**src/rtl/chan_emu_pkg.sv**
```systemverilog
// Shared constants and arithmetic helpers for the IQ loopback channel emulator.
// Functions are sized from the package W so every stage agrees on widths.
package chan_emu_pkg;

    localparam int W       = 12;
    localparam int NOISE_W = 6;
    localparam int GAIN_W  = 4;
    localparam int PROD_W  = W + 4;
    localparam int SUM_W   = W + 6;

    localparam logic [15:0] LFSR_SEED_DEFAULT = 16'hACE1;
    // Taps 16,14,13,11 of the right-shifting register sit at bits 0,2,3,5
    localparam logic [15:0] LFSR_TAPS = 16'h002D;

    localparam logic signed [SUM_W-1:0] SAT_MAX = SUM_W'((1 << (W - 1)) - 1);
    localparam logic signed [SUM_W-1:0] SAT_MIN = ~SAT_MAX;

    function automatic logic [15:0] lfsr_next(input logic [15:0] cur);
        return {^(cur & LFSR_TAPS), cur[15:1]};
    endfunction

    function automatic logic is_clip(input logic signed [SUM_W-1:0] v);
        return (v > SAT_MAX) || (v < SAT_MIN);
    endfunction

    function automatic logic signed [W-1:0] sat_w(input logic signed [SUM_W-1:0] v);
        logic signed [W-1:0] r;
        if (v > SAT_MAX) begin
            r = SAT_MAX[W-1:0];
        end else if (v < SAT_MIN) begin
            r = SAT_MIN[W-1:0];
        end else begin
            r = v[W-1:0];
        end
        return r;
    endfunction

    // Arithmetic shift floors; negative values with a remainder step back up by one
    function automatic logic signed [W-1:0] trunc0_div4(input logic signed [W-1:0] x);
        logic signed [W-1:0] q;
        q = x >>> 2;
        if (x[W-1] && (x[1:0] != 2'b00)) begin
            q = q + W'(1);
        end
        return q;
    endfunction

endpackage

```
**src/rtl/chan_delay_line.sv**
```systemverilog
// Circular IQ delay line: combinational read of the entry CH_DELAY valids back,
// zero until enough samples have been written since reset or the last delay change.
import chan_emu_pkg::*;

module chan_delay_line #(
    parameter int DEPTH = 16,
    parameter int PTR_W = $clog2(DEPTH)
) (
    input  logic                clk,
    input  logic                rst_n,
    input  logic                wr_valid,
    input  logic signed [W-1:0] wr_i,
    input  logic signed [W-1:0] wr_q,
    input  logic [PTR_W-1:0]    delay,
    output logic signed [W-1:0] rd_i,
    output logic signed [W-1:0] rd_q
);

    logic [2*W-1:0]   mem [DEPTH];
    logic [PTR_W-1:0] wr_ptr_q, wr_ptr_d;
    logic [PTR_W-1:0] fill_q, fill_d;
    logic [PTR_W-1:0] last_delay_q, last_delay_d;
    logic [PTR_W-1:0] fill_eff;
    logic [PTR_W-1:0] rd_ptr;
    logic [2*W-1:0]   rd_data;

    always_comb begin
        wr_ptr_d     = wr_ptr_q;
        fill_d       = fill_q;
        last_delay_d = last_delay_q;
        rd_data      = '0;
        // A new delay value restarts the fill so stale alignment is never emitted
        fill_eff     = (delay != last_delay_q) ? '0 : fill_q;
        rd_ptr       = (wr_ptr_q >= delay) ? (wr_ptr_q - delay)
                                           : (wr_ptr_q + PTR_W'(DEPTH) - delay);
        if (wr_valid) begin
            if (fill_eff >= delay) begin
                rd_data = (delay == '0) ? {wr_i, wr_q} : mem[rd_ptr];
            end
            wr_ptr_d     = (wr_ptr_q == PTR_W'(DEPTH - 1)) ? '0 : wr_ptr_q + PTR_W'(1);
            fill_d       = (fill_eff == PTR_W'(DEPTH - 1)) ? fill_eff : fill_eff + PTR_W'(1);
            last_delay_d = delay;
        end
    end

    assign rd_i = rd_data[2*W-1:W];
    assign rd_q = rd_data[W-1:0];

    always_ff @(posedge clk) begin
        if (rst_n && wr_valid) begin
            mem[wr_ptr_q] <= {wr_i, wr_q};
        end
    end

    always_ff @(posedge clk) begin
        if (!rst_n) begin
            wr_ptr_q     <= '0;
            fill_q       <= '0;
            last_delay_q <= '0;
        end else begin
            wr_ptr_q     <= wr_ptr_d;
            fill_q       <= fill_d;
            last_delay_q <= last_delay_d;
        end
    end

endmodule

```
**src/rtl/loopback_channel_emu.sv**
```systemverilog
// IQ channel emulator: delay, gain, LFSR noise, DC offset and saturation, two-cycle latency.
// Optional -90 degree output rotation is built when CHAN_IQ_ROTATE_EN is defined.
import chan_emu_pkg::*;

module loopback_channel_emu #(
    parameter int          DEPTH     = 16,
    parameter logic [15:0] LFSR_SEED = LFSR_SEED_DEFAULT,
    parameter int          DLY_W     = $clog2(DEPTH)
) (
    input  logic                 clk_32M768,
    input  logic                 rst_n_32M768,
    input  logic signed [W-1:0]  DAC_I,
    input  logic signed [W-1:0]  DAC_Q,
    input  logic                 DAC_valid,
    input  logic [GAIN_W-1:0]    CH_GAIN,
    input  logic [DLY_W-1:0]     CH_DELAY,
    input  logic [NOISE_W-1:0]   CH_NOISE_MASK,
    input  logic signed [W-1:0]  CH_DC_OFFSET,
`ifdef CHAN_IQ_ROTATE_EN
    input  logic                 CH_ROTATE,
`endif
    output logic signed [W-1:0]  ADC_I,
    output logic signed [W-1:0]  ADC_Q,
    output logic                 ADC_valid,
    output logic [15:0]          sat_count
);

    logic signed [W-1:0]      dl_i, dl_q;
    logic [15:0]              lfsr_q, lfsr_d;
    logic signed [PROD_W-1:0] s_i_q, s_i_d, s_q_q, s_q_d;
    logic [NOISE_W-1:0]       noise_i_q, noise_i_d, noise_q_q, noise_q_d;
    logic                     v1_q, v1_d, v2_q, v2_d;
    logic signed [W-1:0]      adc_i_q, adc_i_d, adc_q_q, adc_q_d;
    logic [15:0]              sat_count_q, sat_count_d;

    logic signed [PROD_W-1:0] div_i, div_q, gain_s;
    logic signed [SUM_W-1:0]  n_i, n_q, off_s, y_i, y_q, sel_i, sel_q;
    logic                     clip_any;

    chan_delay_line #(
        .DEPTH (DEPTH),
        .PTR_W (DLY_W)
    ) u_delay (
        .clk      (clk_32M768),
        .rst_n    (rst_n_32M768),
        .wr_valid (DAC_valid),
        .wr_i     (DAC_I),
        .wr_q     (DAC_Q),
        .delay    (CH_DELAY),
        .rd_i     (dl_i),
        .rd_q     (dl_q)
    );

    // Stage 1: gain, plus the LFSR snapshot that travels with the sample
    always_comb begin
        div_i     = PROD_W'(trunc0_div4(dl_i));
        div_q     = PROD_W'(trunc0_div4(dl_q));
        gain_s    = PROD_W'({1'b0, CH_GAIN});
        v1_d      = DAC_valid;
        s_i_d     = DAC_valid ? div_i * gain_s : '0;
        s_q_d     = DAC_valid ? div_q * gain_s : '0;
        noise_i_d = lfsr_q[NOISE_W-1:0];
        noise_q_d = lfsr_q[NOISE_W+7:8];
        lfsr_d    = DAC_valid ? lfsr_next(lfsr_q) : lfsr_q;
    end

    // Stage 2: noise, offset, optional rotation, clamp and clip counting
    always_comb begin
        n_i   = SUM_W'(noise_i_q & CH_NOISE_MASK);
        n_q   = SUM_W'(noise_q_q & CH_NOISE_MASK);
        off_s = SUM_W'(CH_DC_OFFSET);
        y_i   = SUM_W'(s_i_q) + n_i + off_s;
        y_q   = SUM_W'(s_q_q) + n_q + off_s;
        sel_i = y_i;
        sel_q = y_q;
`ifdef CHAN_IQ_ROTATE_EN
        if (CH_ROTATE) begin
            sel_i = y_q;
            sel_q = -y_i;
        end
`endif
        clip_any    = is_clip(sel_i) || is_clip(sel_q);
        v2_d        = v1_q;
        adc_i_d     = v1_q ? sat_w(sel_i) : '0;
        adc_q_d     = v1_q ? sat_w(sel_q) : '0;
        sat_count_d = sat_count_q;
        if (v1_q && clip_any && (sat_count_q != 16'hFFFF)) begin
            sat_count_d = sat_count_q + 16'd1;
        end
    end

    always_ff @(posedge clk_32M768) begin
        if (!rst_n_32M768) begin
            lfsr_q      <= LFSR_SEED;
            s_i_q       <= '0;
            s_q_q       <= '0;
            noise_i_q   <= '0;
            noise_q_q   <= '0;
            v1_q        <= 1'b0;
            v2_q        <= 1'b0;
            adc_i_q     <= '0;
            adc_q_q     <= '0;
            sat_count_q <= '0;
        end else begin
            lfsr_q      <= lfsr_d;
            s_i_q       <= s_i_d;
            s_q_q       <= s_q_d;
            noise_i_q   <= noise_i_d;
            noise_q_q   <= noise_q_d;
            v1_q        <= v1_d;
            v2_q        <= v2_d;
            adc_i_q     <= adc_i_d;
            adc_q_q     <= adc_q_d;
            sat_count_q <= sat_count_d;
        end
    end

    assign ADC_I     = adc_i_q;
    assign ADC_Q     = adc_q_q;
    assign ADC_valid = v2_q;
    assign sat_count = sat_count_q;

endmodule
```
**config.mk**
```make
export PLATFORM = sky130hd
export DESIGN_NAME = loopback_channel_emu
export DESIGN_NICKNAME = d
export VERILOG_FILES = /design/src/rtl/chan_emu_pkg.sv /design/src/rtl/chan_delay_line.sv /design/src/rtl/loopback_channel_emu.sv
export SDC_FILE = /design/constraint.sdc
export NUM_CORES = 1
export LEC_CHECK = 0
export BUFFER_PORTS_ARGS = -buffer_cell sky130_fd_sc_hd__buf_2
export CAP_MARGIN = 10
export CORE_MARGIN = 1.5
export CORE_UTILIZATION = 60
export CTS_BUF_LIST = sky130_fd_sc_hd__clkbuf_4
export DETAILED_ROUTE_END_ITERATION = 10
export PLACE_DENSITY = 0.81
export SYNTH_ARGS = -nofsm -noshare
export SYNTH_HDL_FRONTEND = slang
export SYNTH_SLANG_ARGS = --single-unit
```
**constraint.sdc**
```tcl
create_clock -name clk_32M768 -period 24.2 [get_ports clk_32M768]
set_clock_uncertainty 0.05 [all_clocks]
set_input_delay 4.84 -clock clk_32M768 [delete_from_list [all_inputs] [get_ports clk_32M768]]
set_output_delay 4.84 -clock clk_32M768 [all_outputs]
set_load 0.01 [all_outputs]
```
# ---- After elaboration in Yosys (flattened, before gate mapping)
# Memories as Yosys holds them, arrays and structs flattened.
# Index checks and enable logic that the tools add are counted.
# W data, S select, Z words.
dict set report word_totals {
  regBits 114
  mem_bits_rw 384
  in_bits 53
  out_inout_bits 41
  elab_cells 71
  mem_count 1
}
dict set report op_classes {
  addsub 10
  n_mul 2
  n_lt_le_gt_ge 5
  eq_ne 4
  mux 14
  bitwise 4
  n_reduce_logical 16
}
# name words word_bits rd rd_ports_with_merged_regs wr line_no
set memory_table {}
lappend memory_table {u_delay.mem 16 24 1 0 1 chan_delay_line.sv:19} ;# logic [2*W-1:0] mem [DEPTH];
# op count
set op_table {}
lappend op_table {{$mux W24} 3}
lappend op_table {{$mux W12} 4}
lappend op_table {{$add A17 B12 Y18} 2}
lappend op_table {{$gt A18 B12 Y1 const B} 2}
lappend op_table {{$lt A18 B12 Y1 const B} 2}
lappend op_table {{$add A16 B7 Y17} 2}
lappend op_table {{$mul A12 B5 Y16} 2}
lappend op_table {{$add A10 B2 Y11 const B} 2}
lappend op_table {{$mux W11} 2}
lappend op_table {{$add A16 B1 Y16 const B} 1}
lappend op_table {{$ne A16 B16 Y1 const B} 1}
lappend op_table {{$reduce_xor A16 Y1} 1}
lappend op_table {{$and A6 B6 Y6} 2}
lappend op_table {{$mux W4} 3}
lappend op_table {{$add A4 B1 Y4 const B} 2}
lappend op_table {{$eq A4 B4 Y1 const B} 2}
lappend op_table {{$reduce_or A3 Y1} 2}
lappend op_table {{$logic_and A1 B1 Y1} 5}
lappend op_table {{$ge A4 B4 Y1} 1}
lappend op_table {{$logic_not A4 Y1} 1}
lappend op_table {{$ne A4 B4 Y1} 1}
lappend op_table {{$reduce_and A2 Y1} 2}
lappend op_table {{$reduce_bool A2 Y1} 2}
lappend op_table {{$sub A4 B4 Y4} 1}
lappend op_table {{other kinds (3)} 7}

# ---- Depth between registers and ports, before layout
dict set report logic_depth {
  ltp_word 9
  ltp_mapped 33
  mapped_depth_nobuf 30
}

# ---- Hierarchy
# A second synthesis with hierarchy kept.
dict set report hier_totals {
  cells_unflattened 1879
  area_unflattened_um2 25465.7
}
# mod instances cells_each area_each_um2 seq_area_each_um2
set by_module_without_submodules {}
lappend by_module_without_submodules {chan_delay_line 1 829 16244.3 11771.3}
lappend by_module_without_submodules {loopback_channel_emu 1 1050 9221.3 2042.0}

# ---- Worst setup path before layout
# OpenSTA, ideal clock, no wires.
dict set report synth_timing {
  kind {input -> register}
  startpoint {in CH_DELAY[1]}
  endpoint {reg s_q_q[14]}
  setup_ps 128
  arrival_time_ps 11133
  required_ps 24022
  setup_slack_ps 12890
  path_stages 29
  n_path_buf 1
  cell_sequence {xor2_1 nor4_1 nand2_1 ha_1 nand2b_1 a21o_1 a211o_1 o211ai_1 clkbuf_1 a21oi_1 ha_1 mux2i_1 nor2b_1 ha_1 inv_1 fa_1 fa_1 inv_1 ha_1 a21o_1 a21oi_1 o21bai_1 a21oi_1 nor2b_1 o21a_1 o31a_1 o41ai_1 xor2_1 nor2_1}
}
dict set report synth_via {
  elab_chain_cells 9
  word_cells_on_any_way 14
  cone_classes {add/sub: 2; mul: 1; order compare: 1; eq/ne: 1; mux: 5; reduce/logical: 3; memory: 1}
}
# element line_no
set synth_rtl {}
lappend synth_rtl {{from (decl)} loopback_channel_emu.sv:16} ;# input logic [DLY_W-1:0] CH_DELAY,
lappend synth_rtl {{$sub A4 B4 Y4 / $ne A4 B4 Y1 (equally long branches)} {chan_delay_line.sv:34, chan_delay_line.sv:35, chan_delay_line.sv:33}}
lappend synth_rtl {{$mem_v2 Z16 W24 / $mux W4 (equally long branches)} n/a}
lappend synth_rtl {{$mux W24 / $ge A4 B4 Y1 (equally long branches)} {chan_delay_line.sv:38, chan_delay_line.sv:37}}
lappend synth_rtl {{$mux W24 (*)} chan_delay_line.sv:37} ;# if (fill_eff >= delay) begin
lappend synth_rtl {{$mux W24 (*)} chan_delay_line.sv:36} ;# if (wr_valid) begin
lappend synth_rtl {{branches (longest 2 deep; another with $add A10 B2 Y11)} n/a}
lappend synth_rtl {{$mux W12 (*)} chan_emu_pkg.sv:42} ;# if (x[W-1] && (x[1:0] != 2'b00)) begin
lappend synth_rtl {{$mul A12 B5 Y16 (*)} loopback_channel_emu.sv:61} ;# s_q_d = DAC_valid ? div_q * gain_s : '0;
lappend synth_rtl {{to (signal assigned)} loopback_channel_emu.sv:107} ;# s_q_q <= s_q_d;
lappend synth_rtl {{to (decl)} loopback_channel_emu.sv:30} ;# logic signed [PROD_W-1:0] s_i_q, s_i_d, s_q_q, s_q_d;
# Mark *: on every way between the ends.
# A chain may end at the register's enable or synchronous reset.

# ---- Final worst setup path
dict set report layout_timing {
  startpoint {in CH_DELAY[0]}
  endpoint {reg s_i_q[14]}
}
dict set report layout_via {
  elab_chain_cells 9
  word_cells_on_any_way 14
  cone_classes {add/sub: 2; mul: 1; order compare: 1; eq/ne: 1; mux: 5; reduce/logical: 3; memory: 1}
}
# element line_no
set layout_rtl {}
lappend layout_rtl {{$sub A4 B4 Y4 / $ne A4 B4 Y1 (equally long branches)} {chan_delay_line.sv:34, chan_delay_line.sv:35, chan_delay_line.sv:33}}
lappend layout_rtl {{$mem_v2 Z16 W24 / $mux W4 (equally long branches)} n/a}
lappend layout_rtl {{$mux W24 / $ge A4 B4 Y1 (equally long branches)} {chan_delay_line.sv:38, chan_delay_line.sv:37}}
lappend layout_rtl {{$mux W24 (*)} chan_delay_line.sv:37}
lappend layout_rtl {{$mux W24 (*)} chan_delay_line.sv:36}
lappend layout_rtl {{branches (longest 2 deep; another with $add A10 B2 Y11)} n/a}
lappend layout_rtl {{$mux W12 (*)} chan_emu_pkg.sv:42}
lappend layout_rtl {{$mul A12 B5 Y16 (*)} loopback_channel_emu.sv:60} ;# s_i_d = DAC_valid ? div_i * gain_s : '0;
lappend layout_rtl {{to (signal assigned)} loopback_channel_emu.sv:106} ;# s_i_q <= s_i_d;
lappend layout_rtl {{to (decl)} loopback_channel_emu.sv:30}
# Marks and branches as above.

==> flow_metrics.py <==
metrics = {
    "cts": {
        "cts_tree": "yes",
        "cts_resized": 0,
        "cts_inserted_buffers": 118,
        "hold_buffers": 0,
        "cts_max_level": 3,
        "clk_pin_slew_ns": 0.07,
        "clk_latency_ns": 0.90,
        "clockBufferDepth": 3,
        "post-cts-setup-buffers": 0,
        "cts_sinks": 498,
        "clock-root-buffer": "clkbuf_4",
    },
    "timing": {
        "rsz0062_at_grt": "false",
        "fin_crit_sh_pct": 49.82,
        "slew_viol_final": 0,
        "finalSetupTns_ns": 0,
        "period_minus_slack_ns": 12.06,
        "max_clock_freq_mhz": 82.94,
        "worst_slew_margin_rel_pct": 20.73,
        "tightest_slew_ns": 1.181,
        "final-hold-violation-count": 0,
        "finalSetupViolCount": 0,
    },
    "yosys": {
        "synth-async-reset-ratio_pct": 0,
        "avgSynthCellArea_sq_um": 13.37,
        "synth_seq_area_share_pct": 55.35,
        "syn_nets": 2107,
        "synth-main-ff-cell": "edfxtp_1",
        "synth.most_common_cell": "edfxtp_1",
        "synth_seq_cells": 498,
        "netlist-cell-type-count": 78,
        "yosysTopAreaCell": "edfxtp_1",
        "synthTopCellsByArea": "edfxtp_1 46%, dfxtp_1 9.1%, mux4_2 7.2%",
        "synthCells": 1866,
        "synth_common_cells": "384 x edfxtp_1, 129 x inv_1, 127 x ha_1, 122 x nand2_1",
        "synth_warnings": 0,
        "synth_top_area_share_pct": 46.21,
        "synth_area_sq_um": 24950,
        "synth_edf_count": 384,
    },
    "run": {
        "max_cap_violations": 0,
    },
    "cells_and_area": {
        "drive_above_1_share_pct": 20.15,
        "final_core_util_pct": 67.43,
        "nNetsFinal": 2275,
        "area_growth_pct": 10.58,
    },
    "grt": {
        "grt_pass1_vias": 15990,
        "antenna_found_initial": 5,
        "grt_pass1_wl_um": 85350,
        "grt.overflow.total": 0,
        "grtUsageTotal_pct": 26.41,
        "grt_start_max_net_pins": 68,
    },
    "pwr": {
        "seqPwrFrac_pct": 50.7,
        "p_int_mw": 1.382,
        "clock_power_share_pct": 37.7,
        "p_leak_nw": 10.93,
        "p_switching_uw": 460.3,
        "powerDensity_nw_per_um2": 66.76,
        "combPwrFrac_pct": 11.6,
        "peakVddDrop_mv": 0.08304,
        "p_sw_share_pct": 24.99,
    },
    "critical_path": {
        "cp.required_ns": 24.84,
        "critical_path_class": "input pin to flip-flop",
        "cp-start-kind": "input pin",
        "max_stage_delay_ns": 1.01,
        "worstPathArrival_ns": 12.70,
        "worstSetupEndpointType": "flip-flop",
        "critPathSlowestCell": "fa_4",
        "cp_max_fo": 67,
        "crit_top_cell": "inv_1",
    },
    "place": {
        "place_hpwl_um": 34250,
        "io_buffer_count": 93,
        "gp_congestion": 0.8973,
    },
    "drt": {
        "totalWireLength_um": 55310,
        "ant_nets": 0,
        "first_pass_iters": 5,
        "wl_per_cell_um": 20.83,
        "via_count": 15850,
        "drt_iter0_drc": 1287,
        "drc_errors": 0,
        "vias_per_cell": 5.970,
    },
    "die": {
        "ios": 94,
        "initial_utilization_pct": 60.98,
        "die_area_sq_um": 42820,
        "dieHeight_um": 206.9,
        "dieWidth_um": 206.9,
        "rows": 74,
        "design.core.area_sq_um": 40920,
    },
    "worst_hold_path": {
        "hold_path_class": "flip-flop to flip-flop",
    },
    "run_status": {
        "outcome": "completed",
    },
}
## state kept, by name, summed over array words and instances (netlist names)
signal / count
u_delay.wr_ptr_q: 4
lfsr_q: 16
ADC_I: 12
u_delay.mem: 384
ADC_valid: 1
u_delay.fill_q: 4
v1_q: 1
sat_count: 16
s_q_q: 16
noise_i_q: 6
u_delay.last_delay_q: 4
ADC_Q: 12
noise_q_q: 6
s_i_q: 16
## cell families after synthesis
logic type	synth area share, %
buffers and inverters	3.455
adders and majority gates	11.26
DFF	55.36
muxes	9.366
and+or+nand+nor	9.978
AOI/OAI and AO/OA	7.782
xor gates and xnor gates	2.803
## power by group through the flow
stage / registers, mW / logic (mW) / clock network (mW)
final: 0.934 / 0.214 / 0.694
after global routing: 0.935 / 0.232 / 0.746
after CTS: 0.934 / 0.213 / 0.706
after detailed placement: 0.953 / 0.212 / 0
after global placement: 0.952 / 0.206 / 0
after floorplan: 0.953 / 0.152 / 0
## cell usage in the layout (no fill, tap or decap), types with 5 or more instances in the layout
master	instances
edfxtp_1	384
clkbuf_4	168
inv_1	129
ha_1	126
nand2_1	122
dfxtp_1	114
nor2_1	102
buf_2	93
and2_1	92
mux4_2	80
a21oi_1	62
fa_1	60
mux2i_1	49
xnor2_1	47
o21ai_0	37
a211oi_1	35
xor2_1	30
buf_4	29
a21o_1	28
nor3_1	28
and3_1	23
clkinv_1	23
nor2b_1	20
nand2b_1	18
nand3_1	14
nor2_2	13
o21a_1	13
a31oi_1	12
nand4_1	12
o211ai_1	11
nor4_1	11
o311ai_0	10
o21bai_1	7
o41ai_1	7
nor3_2	5
a311o_1	5
and4_1	5
clkinv_2	5
## stage by stage
stage	cell area, sq um	power [mW]	hold WS, ns	setup slack (ns)	instances
2_1_floorplan	24950	1.105	0.3913	12.89	1866
3_3_place_gp	26030	1.158	0.4013	11.55	2446
3_5_place_dp	26030	1.164	0.4149	11.37	2446
4_1_cts	27580	1.853	0.4069	12.21	2651
5_1_grt	27590	1.913	0.4382	11.71	2654
6_report	27590	1.842	0.4016	12.14	2655
## cell type report
type	instances	area [sq um]
antenna	4	10.01
clock buffer	168	1261
clock inverter	37	290.3
fill	2842	13330
inverter	129	484.2
multi-input combinational	1165	10390
sequential	498	13810
tap	532	665.6
timing repair buffer	122	683.2
## routing by layer
metal / share of wire, % / global-route usage (%) / up-vias
met2: 49 / 43.68 / 737
met1: 39 / 33.32 / 7662
met4: 3.7 / 12.87 / 2
met5: 0.024 / 0 / -
li1: - / - / 7308
met3: 8.2 / 5.542 / 141
## worst paths after layout
kind | slack, ns | start | end | cells after the start
min | 0.40 | lfsr_q[1]$_SDFFE_PN0P_ | noise_i_q[1]$_SDFF_PN0_ | 1
min reg2reg | 0.40 | lfsr_q[1]$_SDFFE_PN0P_ | noise_i_q[1]$_SDFF_PN0_ | 1
max | 12.14 | CH_DELAY[0] | s_i_q[14]$_SDFF_PN0_ | 31
max reg2reg | 15.75 | u_delay.wr_ptr_q[0]$_SDFFE_PN0P_ | s_i_q[14]$_SDFF_PN0_ | 28
## worst max-delay path: cells and delay by family
family                   cells  cell delay [ns]
AO/OA/AOI/OAI               10             2.35
XOR/XNOR                     2             0.39
adder cells (fa/ha/maj)      7             2.92
buffers and inverters        6             1.21
multiplexers                 2             0.46
AND/OR/NAND/NOR              4             0.47
Note: power is estimated with default switching activity, not from simulation.
